===== config.mk =====
export PLATFORM = sky130hd
export DESIGN_NAME = uart_rx_frame
export DESIGN_NICKNAME = d
export VERILOG_FILES = /design/src/rtl/uart_rx_frame.sv
export SDC_FILE = /design/constraint.sdc
export NUM_CORES = 1
export LEC_CHECK = 0
export ABC_AREA = 1
export CORE_UTILIZATION = 25
export DETAILED_ROUTE_END_ITERATION = 7
export GPL_TIMING_DRIVEN = 0
export PLACE_DENSITY = 0.36
export SETUP_SLACK_MARGIN = 0.02
export SLEW_MARGIN = 5
export SYNTH_ARGS = -nofsm -noshare
export SYNTH_HDL_FRONTEND = slang
export SYNTH_SLANG_ARGS = --single-unit

===== constraint.sdc =====
create_clock -name clk -period 2.2 [get_ports clk]
set_input_delay 0.66 -clock clk [delete_from_list [all_inputs] [get_ports clk]]
set_output_delay 0.66 -clock clk [all_outputs]
set_load 0.1 [all_outputs]

===== src/rtl/uart_rx_frame.sv =====
// Configurable UART receiver: synchroniser, 3-sample majority vote, false-start/break handling.
// Frames land in a small FIFO drained over valid/ready; overflowing frames are dropped and flagged.
module uart_rx_frame #(
   parameter int CLKS_PER_BIT = 1042,
   parameter int DATA_BITS    = 8,
   parameter int PARITY       = 0,
   parameter int STOP_BITS    = 1,
   parameter int FIFO_DEPTH   = 4
) (
   input  logic                 clk,
   input  logic                 rst,
   input  logic                 bits,
   output logic [DATA_BITS-1:0] m_data,
   output logic                 m_perr,
   output logic                 m_ferr,
   output logic                 m_valid,
   input  logic                 m_ready,
   output logic                 ovr,
   output logic                 busy
);

   localparam int CW = $clog2(CLKS_PER_BIT);
   localparam int AW = $clog2(FIFO_DEPTH);
   localparam int EW = DATA_BITS + 2;
   localparam logic [CW-1:0] MID  = CW'(CLKS_PER_BIT / 2);
   localparam logic [CW-1:0] LAST = CW'(CLKS_PER_BIT - 1);

   localparam logic [2:0] S_IDLE  = 3'd0;
   localparam logic [2:0] S_START = 3'd1;
   localparam logic [2:0] S_DATA  = 3'd2;
   localparam logic [2:0] S_PAR   = 3'd3;
   localparam logic [2:0] S_STOP  = 3'd4;
   localparam logic [2:0] S_WAIT  = 3'd5;

   logic [1:0]           sync_q;
   logic [2:0]           samp_q;
   logic [2:0]           state_q, state_d;
   logic [CW-1:0]        cnt_q, cnt_d;
   logic [3:0]           bit_q, bit_d;
   logic [DATA_BITS-1:0] shreg_q, shreg_d;
   logic                 perr_q, perr_d;
   logic                 ferr_q, ferr_d;
   logic                 push;
   logic [EW-1:0]        mem_q [FIFO_DEPTH];
   logic [AW:0]          wr_q, rd_q;
   logic                 ovr_q;

   logic maj, fall, mid, par_x, full, empty, pop, do_push;

   assign maj   = (samp_q[0] & samp_q[1]) | (samp_q[0] & samp_q[2]) | (samp_q[1] & samp_q[2]);
   assign fall  = samp_q[0] & ~sync_q[1];
   assign mid   = (cnt_q == MID);
   assign par_x = (^shreg_q) ^ maj;

   always_comb begin
      state_d = state_q;
      cnt_d   = (cnt_q == LAST) ? '0 : cnt_q + CW'(1);
      bit_d   = bit_q;
      shreg_d = shreg_q;
      perr_d  = perr_q;
      ferr_d  = ferr_q;
      push    = 1'b0;
      case (state_q)
         S_IDLE: begin
            cnt_d = '0;
            if (fall) begin
               state_d = S_START;
               bit_d   = '0;
               perr_d  = 1'b0;
               ferr_d  = 1'b0;
            end
         end
         S_START: if (mid) state_d = maj ? S_IDLE : S_DATA;
         S_DATA: if (mid) begin
            shreg_d = {maj, shreg_q[DATA_BITS-1:1]};
            bit_d   = bit_q + 4'd1;
            if (bit_q == 4'(DATA_BITS - 1)) begin
               bit_d   = '0;
               state_d = (PARITY != 0) ? S_PAR : S_STOP;
            end
         end
         S_PAR: if (mid) begin
            perr_d  = (PARITY == 1) ? par_x : ~par_x;
            state_d = S_STOP;
         end
         S_STOP: if (mid) begin
            ferr_d = ferr_q | ~maj;
            bit_d  = bit_q + 4'd1;
            if (bit_q == 4'(STOP_BITS - 1)) begin
               // A low stop bit may be a break: park until the line returns high.
               push    = 1'b1;
               bit_d   = '0;
               state_d = ferr_d ? S_WAIT : S_IDLE;
            end
         end
         S_WAIT: begin
            cnt_d = '0;
            if (maj) state_d = S_IDLE;
         end
         default: state_d = S_IDLE;
      endcase
   end

   assign empty   = (wr_q == rd_q);
   assign full    = (wr_q[AW] != rd_q[AW]) && (wr_q[AW-1:0] == rd_q[AW-1:0]);
   assign pop     = !empty && m_ready;
   assign do_push = push && (!full || pop);

   always_ff @(posedge clk or negedge rst) begin
      if (!rst) begin
         sync_q  <= '1;
         samp_q  <= '1;
         state_q <= S_IDLE;
         cnt_q   <= '0;
         bit_q   <= '0;
         shreg_q <= '0;
         perr_q  <= 1'b0;
         ferr_q  <= 1'b0;
         wr_q    <= '0;
         rd_q    <= '0;
         ovr_q   <= 1'b0;
         for (int i = 0; i < FIFO_DEPTH; i++) mem_q[i] <= '0;
      end else begin
         sync_q  <= {sync_q[0], bits};
         samp_q  <= {samp_q[1:0], sync_q[1]};
         state_q <= state_d;
         cnt_q   <= cnt_d;
         bit_q   <= bit_d;
         shreg_q <= shreg_d;
         perr_q  <= perr_d;
         ferr_q  <= ferr_d;
         ovr_q   <= push && full && !pop;
         // At full with a pop, the write slot is the head being consumed this cycle.
         if (do_push) begin
            mem_q[wr_q[AW-1:0]] <= {shreg_q, perr_d, ferr_d};
            wr_q <= wr_q + (AW+1)'(1);
         end
         if (pop) rd_q <= rd_q + (AW+1)'(1);
      end
   end

   assign {m_data, m_perr, m_ferr} = mem_q[rd_q[AW-1:0]];
   assign m_valid = !empty;
   assign ovr     = ovr_q;
   assign busy    = (state_q != S_IDLE);

endmodule


# ---- After elaboration in Yosys (flattened, before gate mapping)
# Index checks and enable logic that the tools add are counted.
dict set report totals {
  reg_bits 80
  in_bits 4
  out_inout_bits 13
}
dict set report op_classes {
  add_sub_neg 4
  magnitude_cmp 3
  eq_ne 19
  mux 34
  bitwise 13
  reduce_logical 19
}
# operator count
set op_table {}
lappend op_table {{bitwise mux 40 bit} 1}
lappend op_table {{two-way mux 10 bit} 3}
lappend op_table {{two-way mux 3 bit} 9}
lappend op_table {{two-way mux 11 bit} 2}
lappend op_table {{binary-select mux 10 bit (select 2 bit)} 1}
lappend op_table {{demux 10 bit (select 2 bit)} 1}
lappend op_table {{two-way mux 4 bit} 5}
lappend op_table {{case mux 3 bit (6 select lines)} 1}
lappend op_table {{!= test 2 bit, second input constant} 8}
lappend op_table {{case mux 4 bit (3 select lines)} 1}
lappend op_table {{adder 11 x 1 -> 11 bit, second input constant} 1}
lappend op_table {{equality test 11 x 10 -> 1 bit, second input constant} 1}
lappend op_table {{equality test 11 bit, second input constant} 1}
lappend op_table {{AND reduction 8 bit} 1}
lappend op_table {{parity 8 bit} 1}
lappend op_table {{two-way mux 1 bit} 7}
lappend op_table {{adder 3 x 1 -> 3 bit, second input constant} 2}
lappend op_table {{equality test 3 x 2 -> 1 bit, second input constant} 2}
lappend op_table {{equality test 3 bit, second input constant} 2}
lappend op_table {{greater-or-equal comparator 3 bit, second input constant} 2}
lappend op_table {{logical AND 1 bit} 6}
lappend op_table {{NOT 2 -> 3 bit} 2}
lappend op_table {{nonzero test 3 bit} 2}
lappend op_table {{adder 4 x 1 -> 4 bit, second input constant} 1}
lappend op_table {{19 further kinds} 29}

# ---- Depth between registers and ports, before layout
# Gate-level depths: netlist (run 1).
dict set report depth {
  depth_word 9
  ltp_mapped 13
}

# ---- Worst setup path before layout (run 1)
# OpenSTA, ideal clock, no wires.
dict set report synth_timing {
  path_kind {register -> output}
  start {register rd_q[0]}
  end {output port m_data[0]}
  arrival_ns 2.293
  required_time_ns 1.540
  setup_slack_ns -0.753
  path_stages_with_launch 5
  n_path_buf 1
  path_cell_list {dfrtp_1 -> inv_1 -> clkbuf_1 -> nor2_1 -> o22ai_1}
}
dict set report synth_via {
  elab_chain_len 4
}
# element line_no
set synth_rtl {}
lappend synth_rtl {{start, declared} 45} ;# logic [AW:0] wr_q, rd_q;
lappend synth_rtl {{start signal, assigned} 138} ;# if (pop) rd_q <= rd_q + (AW+1)'(1);
lappend synth_rtl {{NOT 2 -> 3 bit (implied by the code)} 142} ;# assign {m_data, m_perr, m_ferr} = mem_q[rd_q[AW-1:0]];
lappend synth_rtl {{binary-select mux 10 bit (select 2 bit)} 142}
lappend synth_rtl {{two-way mux 10 bit (implied by the code) (2 in a row)} 142}
lappend synth_rtl {{end, declared} 13} ;# output logic [DATA_BITS-1:0] m_data,
# Every way passes these cells. The select of a mux whose other input is x is not followed.

# ---- Worst setup path in the final report (run 1)
dict set report layout_timing {
  start {register rd_q[0]}
  end {output port m_data[4]}
}
# The elaborated chain is that of the path after synthesis.

==> out/summary.txt, run 1 <==
met2 Usage GRT -> 0.244
Vias -> 3217
post-synthesis sequential area ratio -> 0.498
CTS tree -> built
Sequential Power Share -> 0.249
clk_lat worst skew -> 340 ps
Main synth FF type -> dfrtp_1
diodes inserted -> 0
post-detailed-route DRC marker count -> 0
CP peak stage delay -> 460 ps
clk_skew -> 6.02 ps
clock tree buffer depth -> 2
met1 usage -> 0.173
crit path max fanout -> 5
Clock power frac -> 0.195
Final #Nets -> 520
DP HPWL -> 6860 um
Routability Congestion -> 0.751
NetSw -> 2.99 mW
largest net degree at the start of global routing -> 45
leakage dissipation -> 2.35 nW
RSZ-0062 raised after global routing -> true
commonest non-fill, non-tap cell in the layout -> nand2_1
total number of yosys warnings -> 0
CTS Hold Bufs -> 0
# H-tree levels -> 3
initial antenna violation count -> 0
crit path cell chain -> inv_4 -> clkbuf_16 -> buf_6 -> o21ai_4 -> o22ai_4 -> buf_12
vias per cell -> 4.44
GR Util met3 -> 0.0434
Max Cap Viol -> 0
TritonCTS buffer count -> 9
CP arrival -> 1550 ps
library cells used by synthesis -> 31
critical path launch point type -> flip-flop
GRT Overall Usage -> 0.141
DR WL/cell -> 14.6 um
CP Capture Type -> primary output
failing checks -> negative setup slack
P&R area growth vs syn -> 34.5%
drt first pass iters -> 6
slew at the pin closest to its max-slew limit -> 946 ps
fin crit period -> 2210 ps
Max VDD drop -> 715 uV
Syn Inst Count -> 465
pwr dens -> 1240 mW/mm^2
# port buffers -> 16
slew margin rel. -> 0.372
Die W -> 129 um
core box area -> 0.0158 sq mm
I/O pins -> 17
GRT busiest layer -> met2
slowest cell on the critical path -> dfrtp_2
EDFF count, synth -> 0
Post-Syn Area -> 0.00404 sq mm
Die Span Y -> 129 um
Final ANT Viol Nets -> 0
#FFs+latches synth -> 80
Fmax -> 452 MHz
Final Hold Viols -> 0
final core occ -> 0.343
most frequent cells in the layout -> nand2_1 (108), dfrtp_1 (72), nor2_1 (38), inv_1 (37), o21ai_2 (28)
logic gate share of total power -> 0.556
Avg Inst Size Synth -> 8.68 sq um
initial drt markers -> 153
reg-to-reg setup timing slack -> 150 ps
final wirelength -> 10600 um
path type of the worst min-delay path -> input port to asynchronous set/reset pin
vias in the first global route -> 3214
total gr overflow -> 0
Final period util -> 1.01
pre-CTS setup slack -> -1120 ps
Initial Util -> 0.255
share of post-route cells with drive strength above 1 -> 0.271
hold_ws -> 284 ps
die area -> 0.0167 sq mm
first-pass GRT wire length -> 17300 um
# rows -> 46
Pins Over Slew Limit -> 0
Clock transition at path regs -> 60 ps
kind of critical path -> flip-flop to primary output
Mapped Nets -> 478
Final WS setup -> -13.9 ps
Root Buffer -> clkbuf_16
Net Sw Frac -> 0.445
final setup vio count -> 7
outcome -> finished, violations left
P_int -> 3.73 mW
Num Clock Sinks -> 80
CP required -> 1540 ps
Synth async-reset ratio -> 1.00
-- power by group through the flow --
stage | Sequential [mW] | Combinational, mW | Clock, mW
CTS | 1.66 | 3.55 | 1.37
global placement | 1.67 | 2.81 | 0
floorplan | 1.65 | 2.20 | 0
global route | 1.69 | 3.94 | 1.42
detailed placement | 1.68 | 2.82 | 0
finish | 1.67 | 3.73 | 1.31
-- worst paths after layout --
check | startpoint | end | cells past startpoint
worst max-delay path | rd_q[0]$_DFFE_PN0P_ | m_data[4] | 6
worst min register to register | sync_q[0]$_DFF_PN1_ | sync_q[1]$_DFF_PN1_ | 0
max in group asynchronous | rst | wr_q[0]$_DFFE_PN0P_ | 2
worst min-delay path | rst | mem_q[37]$_DFFE_PN0P_ | 1
worst max register to register | cnt_q[1]$_DFF_PN0_ | mem_q[5]$_DFFE_PN0P_ | 12
min in group clk | sync_q[0]$_DFF_PN1_ | sync_q[1]$_DFF_PN1_ | 0
-- layout make-up --
class                      count  area [sq um]
tap                          216           270
sequential                    80          2010
buffer                        15           240
timing repair buffer          31           438
clock inverter                 2          10.0
inverter                      44           168
clock buffer                  11           233
fill                        1654         10400
multi-input combinational    326          2060
-- cells in the mapped netlist, types with 8 or more instances --
master / n / area [sq um]
nand2_1: 113 / 424
dfrtp_1: 75 / 1880
nor2_1: 49 / 184
inv_1: 41 / 154
o21ai_0: 38 / 190
nand3_1: 19 / 95.1
o21ai_1: 19 / 95.1
o21ai_2: 18 / 158
o22ai_1: 11 / 68.8
ha_1: 9 / 113
buf_6: 8 / 90.1
xor2_1: 8 / 70.1
-- worst max-delay path: cells and delay by family (launching register included) --
kind	cells	cell delay, ps
flip-flops	1	460
buffers and inverters	4	510
AO/OA/AOI/OAI	2	230
-- registers in the layout, summed over array words and instances, names as in the netlist --
register and count:
sync_q 2, ferr_q 1, state_q 3, cnt_q 11
mem_q 40, samp_q 3, wr_q 3, shreg_q 8
perr_q 1, bit_q 4, ovr 1, rd_q 3
-- metrics by stage --
| step | area [sq um] | setup TNS, ps | std cells | power [mW] |
|---|---|---|---|---|
| 3_3_place_gp | 4600 | -230140 | 697 | 4.48 |
| 3_5_place_dp | 4630 | -11620 | 698 | 4.49 |
| 4_1_cts | 5180 | -838 | 717 | 6.59 |
| 5_1_grt | 5430 | -682 | 725 | 7.05 |
| 6_report | 5430 | -51.9 | 725 | 6.71 |
| 2_1_floorplan | 4170 | 0 | 465 | 3.85 |
-- per-layer routing --
layer | share of wire | vias to the layer above
li1 | - | 1603
met1 | 0.45 | 1569
met2 | 0.51 | 39
met3 | 0.031 | 6
met4 | 0.0086 | 0
met5 | 0 | -
-- kinds of logic (layout without fill, tap and decap cells) --
| logic type | Yosys count | after routing | share of synthesized area |
|---|---|---|---|
| and+or+nand+nor | 210 | 210 | 0.234 |
| AOI/OAI and AO/OA | 94 | 94 | 0.140 |
| DFF | 80 | 80 | 0.498 |
| buffers and inverters | 59 | 103 | 0.0698 |
| xor gates and xnor gates | 13 | 13 | 0.0301 |
| adders and majority gates | 9 | 9 | 0.0279 |
-- repair_timing --
item,4_1_cts,5_1_grt
pin swaps,5,10
resized for setup,163,47
endpoints found under the hold margin,0,0
setup endpoints to repair,13,46
gates cloned,2,2
setup buffers,4,6
Note: power is estimated with default switching activity, not from simulation.
==> inputs of run 2 (changes only) <==
--- a/config.mk
+++ b/config.mk
@@ -6,6 +6,7 @@
 export NUM_CORES = 1
 export LEC_CHECK = 0
 export ABC_AREA = 1
+export CORE_MARGIN = 1.5
 export CORE_UTILIZATION = 25
 export DETAILED_ROUTE_END_ITERATION = 7
 export GPL_TIMING_DRIVEN = 0
==> run 2 against run 1 <==
  * The flow now finishes without violations
  * Sequential share of layout area up 1.1 points
  * Clock power up 17%
  * Critical path depth down 1
  * Final area down 3.1%
  * Register-to-register slack better by 60 ps
  * Largest cell class is now sequential cells
  * Highest routed layer unchanged
==> out/summary.txt, run 2 (synthesis gave the netlist of run 1 again) <==
Pins Over Slew Limit -> 0
final setup vio count -> 0
vias in the first global route -> 3053
Fmax -> 458 MHz
commonest non-fill, non-tap cell in the layout -> nand2_1
Clock power frac -> 0.228
leakage dissipation -> 2.28 nW
WL met3 -> 283 um
core box area -> 0.0158 sq mm
initial drt markers -> 121
logic gate share of total power -> 0.526
post-detailed-route DRC marker count -> 0
clock tree buffer depth -> 2
Register Area -> 0.00201 sq mm
number of fill cells in the layout -> 1658
setup_tns -> 0 ps
crit path max fanout -> 5
Final #Nets -> 508
Final ANT Viol Nets -> 0
CP arrival -> 1530 ps
Final period util -> 0.993
Vias -> 3125
clk_lat worst skew -> 340 ps
slowest cell on the critical path -> dfrtp_2
CP Capture Point -> m_data[7]
die area -> 0.0169 sq mm
kind of critical path -> flip-flop to primary output
Die Span Y -> 130 um
P_int -> 3.74 mW
Setup crit start -> rd_q[0]$_DFFE_PN0P_
Max VDD drop -> 714 uV
reg-to-reg setup timing slack -> 210 ps
Die W -> 130 um
RSZ-0062 raised after global routing -> true
final wirelength -> 10300 um
CP peak stage delay -> 470 ps
TritonCTS buffer count -> 9
vias per cell -> 4.36
GRT Overall Usage -> 0.134
worst r2r src -> cnt_q[1]$_DFF_PN0_
Routability Congestion -> 0.745
fin crit period -> 2190 ps
Max Cap Viol -> 0
M1 WL -> 4820 um
CTS Hold Bufs -> 0
first-pass GRT wire length -> 16700 um
max layer used -> met4
DR WL/cell -> 14.4 um
slew at the pin closest to its max-slew limit -> 945 ps
Multi-input gate area -> 0.00201 sq mm
pwr dens -> 1280 mW/mm^2
Initial Util -> 0.255
P&R area growth vs syn -> 30.4%
Final Instance Area -> 0.00526 sq mm
reg2reg end -> mem_q[3]$_DFFE_PN0P_
largest net degree at the start of global routing -> 58
share of post-route cells with drive strength above 1 -> 0.258
initial antenna violation count -> 0
most frequent cells in the layout -> nand2_1 (112), dfrtp_1 (73), inv_1 (38), nor2_1 (34), o21ai_2 (28)
Net Sw Frac -> 0.444
I/O pins -> 17
CP Capture Type -> primary output
Regs by FF count -> mem_q (40), cnt_q (11), shreg_q (8)
slew margin rel. -> 0.372
Clock transition at path regs -> 60 ps
DP HPWL -> 6660 um
path type of the worst min-delay path -> input port to asynchronous set/reset pin
max FFs per register -> 40
worst reg2reg path depth -> 12
# rows -> 46
met2 wire length -> 5060 um
CTS tree -> built
total gr overflow -> 0
Final Power -> 6.73 mW
CP required -> 1540 ps
drt first pass iters -> 6
NetSw -> 2.99 mW
Num Clock Sinks -> 80
Most flops, register -> mem_q
crit path cell chain -> clkinv_4 -> clkbuf_16 -> nor2_2 -> o22ai_4 -> buf_12
critical path launch point type -> flip-flop
Root Buffer -> clkbuf_16
clk_skew -> 4.77 ps
dpl cell area -> 0.00463 sq mm
Sequential Power Share -> 0.246
diodes inserted -> 0
# port buffers -> 16
outcome -> complete, no violations
Final Hold Viols -> 0
# H-tree levels -> 3
[run 2: worst max-delay path, delay by kind of cell (launching register included)]
kind,cells,cell delay [ps]
AO/OA/AOI/OAI,1,180
flip-flops,1,470
AND/OR/NAND/NOR,1,50
buffers and inverters,3,470
[run 2: through the flow]
| step | std cells | setup WS, ps | utilization | hold WS [ps] |
|---|---|---|---|---|
| after global routing | 716 | -54.0 | 0.332 | 228 |
| after global placement | 697 | -2830 | 0.291 | 346 |
| after floorplan | 465 | 64.1 | - | 345 |
| final | 716 | 14.8 | 0.332 | 218 |
| after detailed placement | 698 | -1100 | 0.292 | 349 |
| after CTS | 715 | -34.1 | 0.324 | 218 |
[run 2: area by class of cell]
class / count / share of cell area
clock buffers: 11 / 0.0461
flip-flops and latches: 80 / 0.382
plain buffers: 15 / 0.0352
multi-input cells: 326 / 0.382
well taps: 216 / 0.0514
inverters: 44 / 0.0323
repair buffers: 19 / 0.0604
clock inverters: 5 / 0.0107
[run 2: routing by layer]
layer / track usage / vias up
met5: 0 / -
met4: 0.0425 / 0
met3: 0.0394 / 9
met2: 0.225 / 30
met1: 0.166 / 1510
li1: - / 1576
[run 2: timing repair]
action,4_1_cts,5_1_grt
gates cloned,1,1
endpoints found under the setup margin,13,17
pin swaps,4,3
setup buffers,0,0
resized for setup,151,42
[run 2: power by group through the flow]
stage               clock [mW]  sequential (mW)  combinational (mW)
floorplan                    0             1.65                2.20
global placement             0             1.67                2.81
detailed placement           0             1.67                2.80
CTS                       1.61             1.66                3.36
global route              1.65             1.67                3.73
finish                    1.53             1.66                3.54
[run 2: how the worst min path moves through the flow]
stage | to | slack, ps | startpoint
2_1_floorplan | sync_q[1]$_DFF_PN1_ | 350 | sync_q[0]$_DFF_PN1_
3_3_place_gp | sync_q[1]$_DFF_PN1_ | 350 | sync_q[0]$_DFF_PN1_
3_5_place_dp | sync_q[1]$_DFF_PN1_ | 350 | sync_q[0]$_DFF_PN1_
4_1_cts | mem_q[7]$_DFFE_PN0P_ | 220 | rst
5_1_grt | mem_q[7]$_DFFE_PN0P_ | 230 | rst
6_report | mem_q[7]$_DFFE_PN0P_ | 220 | rst
==> inputs of run 3 (changes only) <==
--- a/config.mk
+++ b/config.mk
@@ -8,9 +8,10 @@
 export ABC_AREA = 1
 export CORE_MARGIN = 1.5
 export CORE_UTILIZATION = 25
+export CTS_BUF_LIST = sky130_fd_sc_hd__clkbuf_2
 export DETAILED_ROUTE_END_ITERATION = 7
 export GPL_TIMING_DRIVEN = 0
-export PLACE_DENSITY = 0.36
+export PLACE_DENSITY = 0.37
 export SETUP_SLACK_MARGIN = 0.02
 export SLEW_MARGIN = 5
 export SYNTH_ARGS = -nofsm -noshare
==> constraint.sdc (replaced) <==
create_clock -name clk -period 2.01 [get_ports clk]
set_input_delay 0.603 -clock clk [delete_from_list [all_inputs] [get_ports clk]]
set_output_delay 0.603 -clock clk [all_outputs]
set_load 0.1 [all_outputs]
==> run 3 against run 2 <==
  * The flow now finishes with violations (negative setup slack)
  * Count of clock-buffer cells in the layout decreased by 1
  * Core utilization increased by 4.4 points
  * Final area increased by 13%
==> out/summary.txt, run 3 (synthesis gave the netlist of run 1 again) <==
dpl cell area -> 0.00464 sq mm
leakage dissipation -> 2.52 nW
hold_ws -> 373 ps
Final Hold Viols -> 0
# rows -> 46
fin crit period -> 2440 ps
final core occ -> 0.377
# port buffers -> 16
GRT Overall Usage -> 0.151
slew margin rel. -> 0.583
Pins Over Slew Limit -> 0
final setup vio count -> 12
failing checks -> negative setup slack
Hold Crit Depth -> 0
critical path launch point type -> flip-flop
Final #Nets -> 540
Vias -> 3292
Regs by FF count -> mem_q (40), cnt_q (11), shreg_q (8)
outcome -> finished, violations left
CTS tree -> built
Final ANT Viol Nets -> 0
drt first pass iters -> 4
diodes inserted -> 0
crit path max fanout -> 10
first-pass GRT wire length -> 18800 um
CP arrival -> 1840 ps
die area -> 0.0169 sq mm
share of post-route cells with drive strength above 1 -> 0.414
worst reg2reg path depth -> 13
Final WS setup -> -429 ps
Most flops, register -> mem_q
initial antenna violation count -> 0
vias in the first global route -> 3362
most frequent cells in the layout -> dfrtp_1 (72), nand2_1 (70), inv_1 (34), nor2_1 (34), o21ai_2 (32)
Final Instance Area -> 0.00596 sq mm
Clock transition at path regs -> 220 ps
pre-CTS setup slack -> -1160 ps
max FFs per register -> 40
DP HPWL -> 6890 um
kind of critical path -> flip-flop to primary output
hold-critical path endpoint -> sync_q[1]$_DFF_PN1_
core box area -> 0.0158 sq mm
Max Cap Viol -> 0
CP Capture Type -> primary output
total gr overflow -> 0
commonest non-fill, non-tap cell in the layout -> dfrtp_1
reg2reg end -> wr_q[2]$_DFFE_PN0P_
initial drt markers -> 129
Root Buffer -> clkbuf_2
I/O pins -> 17
largest net degree at the start of global routing -> 52
P&R area growth vs syn -> 47.7%
TritonCTS buffer count -> 9
clk_lat worst skew -> 570 ps
vias per cell -> 4.41
worst r2r src -> cnt_q[1]$_DFF_PN0_
Max VDD drop -> 689 uV
clk_skew -> 31.9 ps
pwr dens -> 1160 mW/mm^2
reg-to-reg setup timing slack -> 50 ps
path type of the worst min-delay path -> flip-flop to flip-flop
Fmax -> 410 MHz
CP required -> 1410 ps
clock tree buffer depth -> 2
final wirelength -> 11400 um
Die W -> 130 um
# H-tree levels -> 3
Die Span Y -> 130 um
Initial Util -> 0.255
Routability Congestion -> 0.773
post-detailed-route DRC marker count -> 0
RSZ-0062 raised after global routing -> true
Num Clock Sinks -> 80
DR WL/cell -> 15.3 um
HP Start -> sync_q[0]$_DFF_PN1_
slew at the pin closest to its max-slew limit -> 620 ps
Final period util -> 1.21
## run 3: layout make-up
| cell class | instances | area (sq um) |
|---|---|---|
| sequential | 80 | 2010 |
| tap | 216 | 270 |
| multi-input combinational | 326 | 2360 |
| buffer | 15 | 273 |
| timing repair buffer | 51 | 782 |
| fill | 1592 | 9870 |
| inverter | 44 | 188 |
| clock buffer | 10 | 50.0 |
| clock inverter | 5 | 25.0 |
## run 3: how the worst max path moves through the flow
| stage | depth (start not counted) | endpoint | from | slack, ps |
|---|---|---|---|---|
| 6_report | 4 | m_data[7] | rd_q[0]$_DFFE_PN0P_ | -430 |
| 5_1_grt | 5 | m_valid | rd_q[0]$_DFFE_PN0P_ | -560 |
| 4_1_cts | 5 | m_data[7] | rd_q[0]$_DFFE_PN0P_ | -480 |
| 3_5_place_dp | 4 | m_perr | rd_q[1]$_DFFE_PN0P_ | -1160 |
| 3_3_place_gp | 1 | state_q[1]$_DFFE_PN0P_ | rst | -2960 |
| 2_1_floorplan | 3 | m_data[0] | rd_q[1]$_DFFE_PN0P_ | 50 |
## run 3: layer usage
layer,up-vias,part of all wire,wire length [um],track usage
met4,0,0.0062,71,0.0327
li1,1648,-,-,-
met5,-,0,0,0
met1,1605,0.46,5220,0.191
met2,35,0.51,5830,0.259
met3,4,0.025,290,0.0394
## run 3: metrics by stage
step / setup TNS [ps] / power (mW) / std cells
6_report: -4400 / 6.93 / 747
5_1_grt: -8740 / 7.31 / 747
3_3_place_gp: -247820 / 4.95 / 697
2_1_floorplan: 0 / 4.25 / 465
3_5_place_dp: -17320 / 4.95 / 698
4_1_cts: -9380 / 6.72 / 745
## run 3: repair_timing
item,CTS,global route
hold buffers,1,0
pin swaps,12,17
gates cloned,9,1
resized for setup,256,78
endpoints found under the hold margin,24,0
setup endpoints to repair,65,69
buffers inserted,22,3
## run 3: worst max-delay path, stage by stage, from the launching register on
cell and delay (ps):
dfrtp_2 520, clkbuf_8 210, nor2_1 220, o22ai_4 130, buf_12 180
## run 3: where the power goes
| part | internal (mW) | total (mW) | leakage [nW] | switching (mW) |
|---|---|---|---|---|
| clock | 0.148 | 0.734 | 0.0526 | 0.586 |
| combinational | 1.72 | 4.38 | 1.39 | 2.65 |
| sequential | 1.71 | 1.82 | 1.08 | 0.108 |
